--- src/rtl/tick_monitor_pkg.sv ---
// Shared types and constants for the tick monitor and the clock-divider
// tick generators it observes.
package tick_monitor_pkg;

    localparam int unsigned TM_EXPECTED = 100000;
    localparam int unsigned TM_TOL      = 2;
    localparam int unsigned TM_LOCK_N   = 3;
    localparam int unsigned TM_CW       = 17;

    typedef enum logic [1:0] {
        TM_IDLE    = 2'd0,
        TM_ACQUIRE = 2'd1,
        TM_LOCKED  = 2'd2
    } tm_state_e;

    // Rearranged as period+tol >= expected so nothing is ever subtracted.
    function automatic logic tm_in_tol(
        input logic [32:0] period,
        input logic [32:0] expected,
        input logic [32:0] tol
    );
        logic [32:0] lo_sum;
        logic [32:0] hi_lim;
        lo_sum = period + tol;
        hi_lim = expected + tol;
        return (lo_sum >= expected) && (period <= hi_lim);
    endfunction

endpackage

--- src/rtl/tick_monitor_edge_det.sv ---
// Rising-edge detector for the divider tick; a level held high fires once.
module tick_edge_det (
    input  logic clk,
    input  logic reset,
    input  logic tick_i,
    output logic tick_rise_o
);

    logic tick_q;

    // Delayed copy of the tick, updated every cycle regardless of clear.
    always_ff @(posedge clk or posedge reset) begin
        if (reset) begin
            tick_q <= 1'b0;
        end else begin
            tick_q <= tick_i;
        end
    end

    assign tick_rise_o = tick_i & ~tick_q;

endmodule

--- src/rtl/tick_monitor.sv ---
// Measures the period between divider ticks, declares lock after a run of
// in-tolerance periods, and flags bad periods and missing ticks.
module tick_monitor
    import tick_monitor_pkg::*;
#(
    parameter int unsigned EXPECTED = TM_EXPECTED,
    parameter int unsigned TOL      = TM_TOL,
    parameter int unsigned LOCK_N   = TM_LOCK_N,
    parameter int unsigned CW       = TM_CW
) (
    input  logic          clk,
    input  logic          reset,
    input  logic          tick_in,
    input  logic          clear,
    output logic [CW-1:0] period,
    output logic          period_valid,
    output logic          locked,
    output logic          err,
    output logic          miss,
    output logic [7:0]    miss_cnt
);

    localparam logic [CW-1:0] TIMEOUT  = CW'(EXPECTED + TOL + 1);
    localparam logic [CW-1:0] CNT_ONE  = CW'(1);
    localparam logic [4:0]    LOCK_N_W = 5'(LOCK_N);

    tm_state_e     state_q, state_d;
    logic [CW-1:0] cnt_q, cnt_d;
    logic [CW-1:0] period_q, period_d;
    logic [3:0]    good_q, good_d;
    logic          pv_q, pv_d;
    logic          locked_q, locked_d;
    logic          err_q, err_d;
    logic          miss_q, miss_d;
    logic [7:0]    miss_cnt_q, miss_cnt_d;

    logic          tick_rise_s;
    logic          period_good_s;
    logic [4:0]    good_inc_s;

    tick_edge_det u_edge (
        .clk         (clk),
        .reset       (reset),
        .tick_i      (tick_in),
        .tick_rise_o (tick_rise_s)
    );

    assign period_good_s = tm_in_tol(33'(cnt_q), 33'(EXPECTED), 33'(TOL));
    assign good_inc_s    = {1'b0, good_q} + 5'd1;

    // Next-state and datapath: clear beats tick_rise, tick_rise beats timeout.
    always_comb begin
        state_d    = state_q;
        cnt_d      = cnt_q;
        period_d   = period_q;
        good_d     = good_q;
        pv_d       = 1'b0;
        err_d      = err_q;
        miss_d     = 1'b0;
        miss_cnt_d = miss_cnt_q;

        if (clear) begin
            state_d    = TM_IDLE;
            cnt_d      = '0;
            period_d   = '0;
            good_d     = 4'd0;
            err_d      = 1'b0;
            miss_cnt_d = 8'd0;
        end else begin
            case (state_q)
                TM_IDLE: begin
                    if (tick_rise_s) begin
                        state_d = TM_ACQUIRE;
                        cnt_d   = CNT_ONE;
                        good_d  = 4'd0;
                    end else begin
                        state_d = TM_IDLE;
                    end
                end
                TM_ACQUIRE, TM_LOCKED: begin
                    if (tick_rise_s) begin
                        period_d = cnt_q;
                        pv_d     = 1'b1;
                        cnt_d    = CNT_ONE;
                        if (period_good_s) begin
                            // Saturate so a long locked run cannot wrap and drop lock.
                            good_d = (good_q == 4'hF) ? good_q : good_inc_s[3:0];
                            if (good_inc_s >= LOCK_N_W) begin
                                state_d = TM_LOCKED;
                            end else begin
                                state_d = state_q;
                            end
                        end else begin
                            err_d   = 1'b1;
                            good_d  = 4'd0;
                            state_d = TM_ACQUIRE;
                        end
                    end else if (cnt_q == TIMEOUT) begin
                        miss_d     = 1'b1;
                        miss_cnt_d = (miss_cnt_q == 8'hFF) ? miss_cnt_q : miss_cnt_q + 8'd1;
                        good_d     = 4'd0;
                        state_d    = TM_IDLE;
                    end else begin
                        cnt_d = cnt_q + CNT_ONE;
                    end
                end
                default: begin
                    state_d = TM_IDLE;
                end
            endcase
        end

        locked_d = (state_d == TM_LOCKED);
    end

    // State and output registers.
    always_ff @(posedge clk or posedge reset) begin
        if (reset) begin
            state_q    <= TM_IDLE;
            cnt_q      <= '0;
            period_q   <= '0;
            good_q     <= 4'd0;
            pv_q       <= 1'b0;
            locked_q   <= 1'b0;
            err_q      <= 1'b0;
            miss_q     <= 1'b0;
            miss_cnt_q <= 8'd0;
        end else begin
            state_q    <= state_d;
            cnt_q      <= cnt_d;
            period_q   <= period_d;
            good_q     <= good_d;
            pv_q       <= pv_d;
            locked_q   <= locked_d;
            err_q      <= err_d;
            miss_q     <= miss_d;
            miss_cnt_q <= miss_cnt_d;
        end
    end

    assign period       = period_q;
    assign period_valid = pv_q;
    assign locked       = locked_q;
    assign err          = err_q;
    assign miss         = miss_q;
    assign miss_cnt     = miss_cnt_q;

endmodule

--- config.mk ---
export PLATFORM = sky130hd
export DESIGN_NAME = tick_monitor
export DESIGN_NICKNAME = d
export VERILOG_FILES = /design/src/rtl/tick_monitor_pkg.sv /design/src/rtl/tick_monitor_edge_det.sv /design/src/rtl/tick_monitor.sv
export SDC_FILE = /design/constraint.sdc
export NUM_CORES = 1
export LEC_CHECK = 0
export ABC_AREA = 1
export CAP_MARGIN = 20
export CORE_AREA = 2 2 83 85
export DETAILED_ROUTE_END_ITERATION = 16
export DIE_AREA = 0 0 85 87
export PLACE_DENSITY = 0.71
export SYNTH_ARGS = -nofsm -noshare
export SYNTH_HDL_FRONTEND = slang
export SYNTH_SLANG_ARGS = --single-unit
--- constraint.sdc ---
create_clock -name clk -period 3.75 [get_ports clk]
set_input_delay 0.75 -clock clk [delete_from_list [all_inputs] [get_ports clk]]
set_output_delay 0.75 -clock clk [all_outputs]
set_load 0.02 [all_outputs]
==> results_dict.tcl, run 1 <==
set metrics [dict create \
    status "completed" \
    synth-xor-area-share_pct 1.373 \
    crit_required_ns 3.95 \
    die_h_um 87 \
    synth_compound_area_share_pct 13.80 \
    grt_use_met1_pct 29.31 \
    synth_most_common_cell "nand2_1" \
    synth_top_area_cell "dfrtp_1" \
    setup_tns_ns 0 \
    ant_nets 0 \
    start_kind "input pin" \
    p_seq_share_pct 58.9 \
    fin_crit_sh_pct 70.53 \
    met3_usage_pct 3.412 \
    yosysSeqAreaShare_pct 41.57 \
    area_growth_pct 15.96 \
    slew_headroom_pct 57.29 \
    grt_max_degree 39 \
    synth_top_area_share_pct 41.57 \
    r2r_start "state_q[1]" \
    switchingPower_uw 256.5 \
    synthArstFlopShare_pct 100.0 \
    setup_viol_count_final 0 \
    netlist_instances 421 \
    busiest_layer "met2" \
    fin_worst_skew_ns 0.005940 \
    p_leak_nw 1.623 \
    crit_path_max_fanout 8 \
    ys_seq_elements 53 \
    power.share.switching_pct 25.87 \
    cts.sinks 53 \
    cts_inserted_buffers 5 \
    yosys_warnings 0 \
    htreeDepth 2 \
    place_congestion 0.9131 \
    holdBufCountCts 0 \
    tritoncts "yes" \
    use_met2_pct 36.51 \
    first_pass_iters 5 \
    synth_cell_types 37 \
    reg2regPathDepth 14 \
    internal-power_uw 735.2 \
    synth_area_sq_um 3191 \
    arrival_ns 2.85 \
    start_util_pct 48.57 \
    combPwrFrac_pct 8.3 \
    synth_ff_type "dfrtp_1" \
    synthAdderAreaFrac_pct 3.922 \
    n_antenna_cell 0 \
    grt_util_all_layers_pct 21.76 \
    wl_um 7503 \
    antenna_found_initial 0 \
    vias_per_cell 5.365 \
    initialDrtViolationCount 196 \
    worst-slew-pin-transition_ns 0.6393 \
    cts_resized 0 \
    core_sq_um 6569 \
    max_cap_violations 0 \
    clockRootBuffer "clkbuf_8" \
    reg2reg_slack_ns 1.32 \
    grt-ovfl-total 0 \
    grt_pass1_vias 2732 \
    synth-simple-area-share_pct 30.59 \
    nFillCells 609 \
    wl_per_cell_um 13.97 \
    end_kind "flop" \
    drc 0 \
    portBuffers 32 \
    p_per_area_nw_per_um2 268.1 \
    finalCriticalPeriod_ns 2.645 \
    clk_latency_ns 0.31 \
    grt_first_pass_wirelength_um 12940 \
    synthTopCellsByArea "dfrtp_1, nand2_1, nand3_1" \
    dp.final_hpwl_um 5794 \
    fmax_ghz 0.3781 \
    peakVddDrop_mv 0.1520 \
    rsz0062_at_grt "false" \
    endpoint "cnt_q[10]" \
    power_frac_clock_pct 32.7 \
    synth_nets 435 \
    drive_gt1_share_pct 9.628 \
    startpoint "tick_in" \
    yosys-top-cells-count "nand2_1, inv_1, dfrtp_1, nand3_1, o21ai_0" \
    dieArea_sq_um 7395 \
    hold_path_depth 2 \
    r2r-end "cnt_q[13]" \
    synth_edf_count 0 \
    num_rows 30 \
    die_width_um 85 \
    avgSynthCellArea_sq_um 7.579 \
    critical_path_class "in -> reg" \
    whs_ns 0.5160 \
    final_hold_viol_count 0 \
    synth.area.mux_share_pct 0 \
    path_clk_slew_ns 0.10 \
    io_pins 33 \
    num_vias 2881 \
    synth_top_family_by_area "simple AND/OR/NAND/NOR gates" \
    nets 470 \
    hold_class "reg -> reg" \
    drv_slew 0 \
    cts_setup_buffers 0 \
    clockBufferDepth 2 \
]
per-layer routing:
layer,vias up,share of wire [%]
li1,1447,-
met1,1356,45
met2,66,48
met3,12,4.8
met4,0,1.6
met5,-,0
worst min path at each step:
stage | start | to
after floorplan | good_q[1] | good_q[1]
after global placement | err | err
after detailed placement | period[10] | period[10]
after CTS | period[10] | period[10]
after global routing | period[13] | period[13]
final | period[10] | period[10]
cell type report:
cell class              instances  area, sq um  area share, %
flip-flops and latches         53         1326          35.85
inverters                      66        249.0          6.730
clock inverters                 1        7.507         0.2029
clock buffers                   7        76.32          2.063
multi-input cells             295         1585          42.85
repair buffers                 35        355.3          9.604
well taps                      80        100.1          2.705
per-stage QoR:
stage	worst slack, ns	area (sq um)	util [%]	std cells	total power [mW]
after global placement	0.8821	3596	54.74	528	0.6739
final	1.105	3700	56.32	537	0.9918
after global routing	0.7975	3700	56.32	537	1.036
after CTS	1.104	3700	56.32	537	0.9989
after floorplan	1.597	3191	-	421	0.6482
after detailed placement	0.7973	3616	55.05	529	0.6795
state kept, by name (all words and copies together), names as in the netlist:
signal,cells
cnt_q,17
err,1
good_q,4
locked,1
miss,1
miss_cnt,8
period,17
period_valid,1
state_q,2
u_edge.tick_q,1
worst max-delay path, cell delays in order:
cell and delay, ns:
clkdlybuf4s50_1 0.48, inv_1 0.05, nor2_2 0.25, nor2_1 0.11
inv_1 0.09, nor2_1 0.05, inv_1 0.09, nor2_1 0.06
inv_1 0.06, nand2_1 0.11, nor3_1 0.36, nand4_1 0.16
o21ai_0 0.18, a21oi_1 0.05
kinds of logic after synthesis:
kind of cell | count (synthesis)
xor gates and xnor gates | 5
buffers and inverters | 73
adders and majority gates | 10
and+or+nand+nor | 202
DFF | 53
AOI/OAI and AO/OA | 78
cells in the final DEF (no fill, tap or decap), types with 6 or more instances in the layout:
cell and instances:
clkdlybuf4s50_1 32, ha_1 10, o21ai_1 7, inv_1 57, nor2_1 29, nand4_1 9, nor2_4 6, nand3_1 44
o21ai_0 37, dfrtp_1 53, nand2_1 81, a21oi_1 18, nand2_2 11, nor3_1 10
power groups by stage:
stage / sequential [mW] / clock, mW / combinational, mW
detailed placement: 0.596 / 0 / 0.0839
finish: 0.584 / 0.325 / 0.0828
global placement: 0.595 / 0 / 0.0788
floorplan: 0.599 / 0 / 0.0495
global route: 0.586 / 0.355 / 0.0944
CTS: 0.584 / 0.331 / 0.0840
(Power assumes the default switching activity.)
==> run 2, diff against run 1 <==
Settings changed: PLACE_DENSITY 0.71 to 0.73.
Clock period 3.75 ns to 2.2 ns, I/O delays scaled along.
==> run 2 against run 1 <==
Count of clock-buffer cells in the layout is 1 lower. Wire length is 8.8% higher. Flip-flop and latch count stayed put. Clock skew is 0.0033 ns higher. Via count up 7.2%. Hold slack got worse by 0.049 ns. First-iteration DRC count down 9.2%. Critical path type is now reg -> reg. Largest power group unchanged.
==> results_dict.tcl, run 2 (synthesis gave the netlist of run 1 again) <==
set metrics [dict create \
    drc 0 \
    internal-power_mw 1.421 \
    dp.final_hpwl_um 6006 \
    area_growth_pct 29.69 \
    cts_inserted_buffers 5 \
    seq_area_sq_um 1331 \
    fin_cells 573 \
    finalCriticalPeriod_ns 2.129 \
    crit_required_ns 2.41 \
    num_vias 3089 \
    antenna_found_initial 0 \
    path_clk_slew_ns 0.10 \
    m1WireLength_um 3599 \
    final_common_cell "nand2_1" \
    p_per_area_nw_per_um2 455.7 \
    wl_met3_um 381 \
    dpl.cell_count 561 \
    clockBufferDepth 2 \
    setup_viol_count_final 0 \
    nets 506 \
    die_width_um 85 \
    placedInstanceArea_sq_um 3856 \
    combPwrFrac_pct 9.6 \
    end_kind "flop" \
    grt_first_pass_wirelength_um 13520 \
    switchingPower_uw 464.7 \
    peakVddDrop_mv 0.2847 \
    first_pass_iters 4 \
    slew_headroom_pct 73.20 \
    drv_slew 0 \
    power.share.switching_pct 24.65 \
    cts.sinks 53 \
    grt_util_all_layers_pct 22.55 \
    htreeDepth 2 \
    core_sq_um 6569 \
    hold_class "in -> async" \
    design_area_sq_um 4138 \
    dieArea_sq_um 7395 \
    grt_pass1_vias 2852 \
    critical_path_class "reg -> reg" \
    dr_wl_met2_um 4053 \
    io_pins 33 \
    n_antenna_cell 0 \
    layout_common_cells "nand2_1, inv_1, dfrtp_1, nand3_1" \
    fin_crit_sh_pct 96.78 \
    max_cap_violations 0 \
    p_seq_share_pct 52.7 \
    num_rows 30 \
    clockRootBuffer "clkbuf_8" \
    start_kind "flop" \
    grt_max_degree 54 \
    final_hold_viol_count 0 \
    start_util_pct 48.57 \
    holdBufCountCts 0 \
    whs_ns 0.4667 \
    p_leak_nw 1.826 \
    place_congestion 0.9469 \
    portBuffers 32 \
    crit_path_max_fanout 8 \
    vias_per_cell 5.391 \
    initialDrtViolationCount 178 \
    die_h_um 87 \
    fmax_ghz 0.4697 \
    grt-ovfl-total 0 \
    ant_nets 0 \
    wl_per_cell_um 14.25 \
    clk_latency_ns 0.31 \
    arrival_ns 2.34 \
    multi_input_area_sq_um 1699 \
    tritoncts "yes" \
    drive_gt1_share_pct 22.11 \
    wl_um 8164 \
    worst-slew-pin-transition_ns 0.3983 \
    power_frac_clock_pct 37.6 \
    fin_worst_skew_ns 0.009251 \
    status "completed" \
    rsz0062_at_grt "true" \
    top_layer "met4" \
    nFillCells 547 \
]
run 2: cell types whose count changed in the layout (fill, tap and decap cells not counted), sizes merged:
cell    change
bufinv      +1
buf        +36
clkbuf      -1
run 2: final cells by class:
class / instances / area share, %
flip-flops and latches: 53 / 32.17
clock buffers: 6 / 1.996
clock inverters: 2 / 0.9072
repair buffers: 71 / 15.30
well taps: 80 / 2.419
multi-input cells: 295 / 41.06
inverters: 66 / 6.139
run 2: what timing repair did:
action | in CTS | in global routing
endpoints found under the setup margin | 7 | 23
pin swaps | 2 | 9
buffers inserted | 1 | 3
gates resized for setup | 4 | 35
run 2: critical path, cell delays in order, from the launching register on:
cell,delay [ns]
dfrtp_1,0.43
buf_6,0.16
inv_4,0.07
ha_1,0.16
a21oi_2,0.04
o31ai_2,0.22
a21oi_1,0.11
o21bai_1,0.19
buf_4,0.16
nand2_4,0.06
o21ai_4,0.22
inv_1,0.08
nand2_1,0.07
nand2_1,0.04
run 2: final timing paths:
| path | to | start | slack (ns) | depth (start not counted) |
|---|---|---|---|---|
| min in group clk | period[11] | period[11] | 0.52 | 2 |
| min reg2reg | period[11] | period[11] | 0.52 | 2 |
| max in group asynchronous | cnt_q[6] | reset | 1.45 | 3 |
| min | miss_cnt[1] | reset | 0.47 | 3 |
| max reg2reg | good_q[1] | cnt_q[1] | 0.07 | 13 |
| max | good_q[1] | cnt_q[1] | 0.07 | 13 |
run 2: routing by layer:
layer / track usage [%] / up-vias
met3: 3.981 / 15
li1: - / 1524
met1: 28.96 / 1466
met4: 7.648 / 0
met5: 0 / -
met2: 38.49 / 84
run 2: metrics by stage:
stage	utilization, %	TNS, ns	power, mW	setup slack, ns
final	62.99	0	1.886	0.07080
after global placement	58.70	-1.350	1.181	-0.1435
after global routing	62.99	-0.08031	1.955	-0.06386
after floorplan	-	0	1.105	0.2045
after detailed placement	58.70	-2.545	1.186	-0.2448
after CTS	60.82	0	1.890	0.006706
run 2: power by group through the flow:
stage / Sequential (mW) / Combinational (mW) / Clock, mW
floorplan: 1.02 / 0.0844 / 0
global placement: 1.01 / 0.170 / 0
detailed placement: 1.01 / 0.173 / 0
CTS: 0.994 / 0.174 / 0.722
global route: 0.996 / 0.203 / 0.756
finish: 0.994 / 0.182 / 0.709
==> run 3, diff against run 2 <==
Settings changed: CAP_MARGIN 20 to default.
==> results of run 3 <==
No change in the layout: final DEF, timing and power equal those of run 2.
